==> src/rtl/adder_arbiter.sv <==
// Two-requester arbiter in front of one N-bit adder; each 2N-bit add runs as
// a low half then a high half, with the result held until the consumer takes it.
module adder_arbiter #(
  parameter int N = 16
) (
  input  logic           clk,
  input  logic           rst_n,
  input  logic           req0_valid,
  input  logic           req1_valid,
  output logic           req0_ready,
  output logic           req1_ready,
  input  logic [2*N-1:0] req0_a,
  input  logic [2*N-1:0] req0_b,
  input  logic [2*N-1:0] req1_a,
  input  logic [2*N-1:0] req1_b,
  output logic           resp_valid,
  input  logic           resp_ready,
  output logic [2*N-1:0] resp_sum,
  output logic           resp_cout,
  output logic           resp_id
);

  typedef enum logic [1:0] {IDLE, LOW, HIGH, DONE} state_t;

  state_t         state, state_nxt;
  logic           ptr;
  logic           id;
  logic [2*N-1:0] op_a, op_b;
  logic [N-1:0]   sum_lo, sum_hi;
  logic           carry;
  logic           cout;

  logic           grant;
  logic           accept;
  logic [N-1:0]   add_a, add_b;
  logic           add_cin;
  logic [N:0]     add_res;

  // A lone requester wins outright; the pointer only breaks ties.
  always_comb begin
    grant = req1_valid;
    if (req0_valid && req1_valid) grant = ptr;
  end

  assign accept     = rst_n && (state == IDLE) && (req0_valid || req1_valid);
  assign req0_ready = accept && !grant;
  assign req1_ready = accept && grant;

  // The single shared adder: operand half and carry-in selected by state.
  always_comb begin
    add_a   = op_a[N-1:0];
    add_b   = op_b[N-1:0];
    add_cin = 1'b0;
    if (state == HIGH) begin
      add_a   = op_a[2*N-1:N];
      add_b   = op_b[2*N-1:N];
      add_cin = carry;
    end
  end

  assign add_res = {1'b0, add_a} + {1'b0, add_b} + {{N{1'b0}}, add_cin};

  always_comb begin
    state_nxt = state;
    unique case (state)
      IDLE:    if (accept) state_nxt = LOW;
      LOW:     state_nxt = HIGH;
      HIGH:    state_nxt = DONE;
      DONE:    if (resp_ready) state_nxt = IDLE;
      default: state_nxt = IDLE;
    endcase
  end

  always_ff @(posedge clk) begin
    if (!rst_n) begin
      state  <= IDLE;
      ptr    <= 1'b0;
      id     <= 1'b0;
      op_a   <= '0;
      op_b   <= '0;
      sum_lo <= '0;
      sum_hi <= '0;
      carry  <= 1'b0;
      cout   <= 1'b0;
    end else begin
      state <= state_nxt;
      unique case (state)
        IDLE: begin
          if (accept) begin
            op_a <= grant ? req1_a : req0_a;
            op_b <= grant ? req1_b : req0_b;
            id   <= grant;
            ptr  <= ~grant;
          end
        end
        LOW: begin
          sum_lo <= add_res[N-1:0];
          carry  <= add_res[N];
        end
        HIGH: begin
          sum_hi <= add_res[N-1:0];
          cout   <= add_res[N];
        end
        default: ;
      endcase
    end
  end

  // Result fields read as zero unless a result is actually being presented.
  assign resp_valid = (state == DONE);
  assign resp_sum   = resp_valid ? {sum_hi, sum_lo} : '0;
  assign resp_cout  = resp_valid && cout;
  assign resp_id    = resp_valid && id;

endmodule

==> config.mk <==
export PLATFORM = sky130hd
export DESIGN_NAME = adder_arbiter
export DESIGN_NICKNAME = d
export VERILOG_FILES = /design/src/rtl/adder_arbiter.sv
export SDC_FILE = /design/constraint.sdc
export NUM_CORES = 1
export LEC_CHECK = 0
export CORE_MARGIN = 2
export CORE_UTILIZATION = 42
export DETAILED_ROUTE_END_ITERATION = 10
export HOLD_SLACK_MARGIN = 0.08
export PLACE_DENSITY_LB_ADDON = 0.25
export RECOVER_POWER = 50
export SYNTH_ARGS = -nofsm -noshare
export SYNTH_HDL_FRONTEND = slang
export SYNTH_SLANG_ARGS = --single-unit
==> constraint.sdc <==
create_clock -name clk -period 3.9 [get_ports clk]
set_clock_uncertainty 0.15 [all_clocks]
set_input_delay 0.39 -clock clk [delete_from_list [all_inputs] [get_ports clk]]
set_output_delay 0.39 -clock clk [all_outputs]
set_load 0.02 [all_outputs]
==> impl_metrics.tcl <==
set metrics [dict create \
    outcome "complete, no violations" \
    worst-path-buf-inv 2 \
    maxSlewViolCount 0 \
    whs_path_depth 2 \
    ctsHoldBuffers 0 \
    placement.cell_area_um2 6969 \
    maxCapViolCount 0 \
    nets 849 \
    path_clk_slew_ns 0.07 \
    dieArea_um2 13230 \
    r2r_slack_ns 0.43 \
    drt_first_pass_iters 9 \
    fp-row-count 40 \
    vias 4951 \
    worstSkewPairLatency_ns 0.35 \
    max_freq_ghz 0.2881 \
    r2r_cells 11 \
    peakVddDrop_uv 246.8 \
    synth-edff-count 0 \
    use_met2_pct 42.12 \
    syn_inst 553 \
    cp_top_family "adder cells" \
    synthSimpleGateAreaFrac_pct 18.15 \
    synth.distinct_cells 50 \
    synth_compound_area_share_pct 21.53 \
    area_delta_synth_final_pct 40.45 \
    core_um2 12010 \
    crit_fanout 38 \
    grt_setup_unrepaired "no" \
    hold_violations 0 \
    cpPeakStageDelay_ns 0.47 \
    place.gp.congestion 0.9235 \
    grt_antenna_before_repair 0 \
    via_per_inst 5.845 \
    drc 0 \
    grt_pass1_vias 4821 \
    synthesis.area_um2 5177 \
    fin_area_um2 7272 \
    synth_async_sr_flop_share_pct 0 \
    cp_cell_sequence "inv_1, ha_2, buf_4, mux2_2, ha_1, nand4_1, o221a_2, o31a_1, xnor2_1, mux2i_1, nor2_1" \
    ys_warn_count 0 \
    synth_fa_ha_area_share_pct 5.365 \
    worstPathArrival_ns 3.60 \
    die_w_um 115.0 \
    synth_flop_cell "dfxtp_1" \
    multi_input_area_um2 2934 \
    area.sequential_um2 2042 \
    cts.path.max_buffers 2 \
    grt_max_degree 69 \
    syn_nets 707 \
    synthMuxAreaShare_pct 10.00 \
    worst_pin_slew_ns 1.304 \
    worstSetupEndpointType "flop" \
    post_cts_buffers 0 \
    synth_top_family_by_area "compound AO/OA/AOI/OAI gates" \
    avgSynthCellArea_um2 9.363 \
    layout-drive-gt1-share_pct 9.571 \
    dpl.hpwl_um 11990 \
    hold_class "reg -> reg" \
    start_util_pct 43.10 \
    cts_tree "yes" \
    grt_pass1_wl_um 24570 \
    grt_use_met1_pct 29.64 \
    tns_ns 0 \
    path_depth 11 \
    diodes 0 \
    overflow 0 \
    wl_um 15770 \
    numCtsBuffers 9 \
    die_y_um 115.0 \
    use_met3_pct 4.586 \
    setup_violations 0 \
    critPathLaunchType "flop" \
    cts-root-buf "clkbuf_16" \
    worstSetupPathType "reg -> reg" \
    wl_per_cell_um 18.62 \
    cts.sinks 102 \
    synth_xor_area_share_pct 1.353 \
    cp_slowest_cell "buf_4" \
    p_leak_nw 2.763 \
    slew_headroom_pct 13.04 \
    worstPathRequired_ns 4.03 \
    ant_nets 0 \
    grt_use_total_pct 23.87 \
    finalCritPeriodShare_pct 89.00 \
    portBuffers 169 \
    ctsHtreeMaxLevel 3 \
    top_usage_layer "met2" \
    ys_seq_area_share_pct 39.44 \
    drtIter0Drc 525 \
    nFillCells 1092 \
    final.min_clock_period_ns 3.471 \
    ys_ff_latch 102 \
    cellPowerDensity_nw_per_um2 506.9 \
    ios 170 \
    cts_resized 0 \
]
flip-flops by register name, indices dropped and copies added, names as in the netlist:
register / count
sum_hi: 16
sum_lo: 16
state: 2
ptr: 1
cout: 1
carry: 1
op_b: 32
op_a: 32
id: 1
kinds of logic after synthesis:
| kind of cell | after synthesis |
|---|---|
| and+or+nand+nor | 191 |
| AOI/OAI and AO/OA | 129 |
| DFF | 102 |
| buffers and inverters | 54 |
| muxes | 48 |
| adders and majority gates | 21 |
| xor gates and xnor gates | 8 |
worst reg2reg max path: stages, from the launching register on:
cell	delay, ns
dfxtp_1	0.35
inv_1	0.10
ha_2	0.33
buf_4	0.47
mux2_2	0.42
ha_1	0.43
nand4_1	0.22
o221a_2	0.30
o31a_1	0.14
xnor2_1	0.27
mux2i_1	0.12
nor2_1	0.10
report_power, final:
group	leakage, nW	switching (mW)	internal, mW	total, mW
clock network	0.152	0.406	0.525	0.930
logic	1.78	0.759	0.638	1.40
registers	0.832	0.131	1.23	1.36
total	2.76	1.30	2.39	3.69
layout by cell type (no fill, tap or decap), drive strengths merged, types with 11 or more instances in the layout:
cell	synthesis	routed
dfxtp	102	102
nand2	18	18
nor2	90	90
clkdlybuf4s50	0	169
and2	35	35
a222oi	64	64
clkbuf	36	12
mux2	30	30
a21oi	22	22
nand3b	11	11
ha	19	19
mux2i	18	18
area by class of cell:
type / instances / share of cell area [%]
Clock buffer: 10 / 3.286
Clock inverter: 6 / 1.101
Inverter: 7 / 0.3613
Multi-Input combinational cell: 397 / 40.35
Sequential cell: 102 / 28.08
Tap cell: 147 / 2.529
Timing Repair Buffer: 178 / 24.29
metal layers:
layer | vias up | part of all wire (%)
met5 | - | 0
met4 | 0 | 1.6
met3 | 19 | 6.3
met2 | 198 | 50
met1 | 2350 | 42
li1 | 2384 | -
metrics by stage:
stage	hold WS, ns	util, %	setup WS (ns)	total power, mW	cells
floorplan	0.2915	-	0.2262	2.315	553
global placement	0.3092	58.02	0.5863	2.739	831
detailed placement	0.3127	58.02	0.5147	2.763	831
CTS	0.3222	60.68	0.4832	3.692	847
global route	0.3536	60.54	0.2881	3.888	847
finish	0.3166	60.54	0.4290	3.686	847
synth_stat cells (2+ instances only):
cell / instances / area (um^2)
nor3b_1: 2 / 15.01
nand3_1: 10 / 50.05
or3b_1: 3 / 26.28
o21ai_1: 2 / 10.01
a211oi_1: 5 / 37.54
o21bai_1: 2 / 15.01
a311o_1: 3 / 30.03
xnor2_1: 5 / 43.79
a21o_1: 5 / 37.54
a21oi_1: 21 / 105.1
a222oi_1: 64 / 640.6
nand3b_1: 11 / 82.58
o31ai_1: 2 / 15.01
nor2b_1: 3 / 18.77
nand2_1: 18 / 67.56
inv_1: 6 / 22.52
buf_2: 10 / 50.05
dfxtp_1: 102 / 2042
and2_1: 35 / 219.0
mux2i_1: 18 / 180.2
clkbuf_1: 36 / 135.1
nor3_1: 4 / 20.02
a31oi_1: 3 / 18.77
fa_1: 2 / 40.04
o21ai_0: 6 / 30.03
nand2b_1: 3 / 18.77
nor2_1: 90 / 337.8
and3_1: 3 / 18.77
xor2_1: 3 / 26.28
o211ai_1: 3 / 22.52
mux2_2: 30 / 337.8
nand4_1: 6 / 37.54
o32a_1: 2 / 20.02
ha_1: 19 / 237.7
path summary, 6_finish.rpt:
| path | startpoint | end |
|---|---|---|
| hold reg to reg | sum_hi[9]$_SDFFE_PN0P_ | sum_hi[9]$_SDFFE_PN0P_ |
| setup reg to reg | state[0]$_SDFFE_PN0P_ | sum_lo[12]$_SDFFE_PN0N_ |
| setup / recovery | state[0]$_SDFFE_PN0P_ | sum_lo[12]$_SDFFE_PN0N_ |
| hold / removal | sum_hi[9]$_SDFFE_PN0P_ | sum_hi[9]$_SDFFE_PN0P_ |
(Power assumes the default switching activity.)
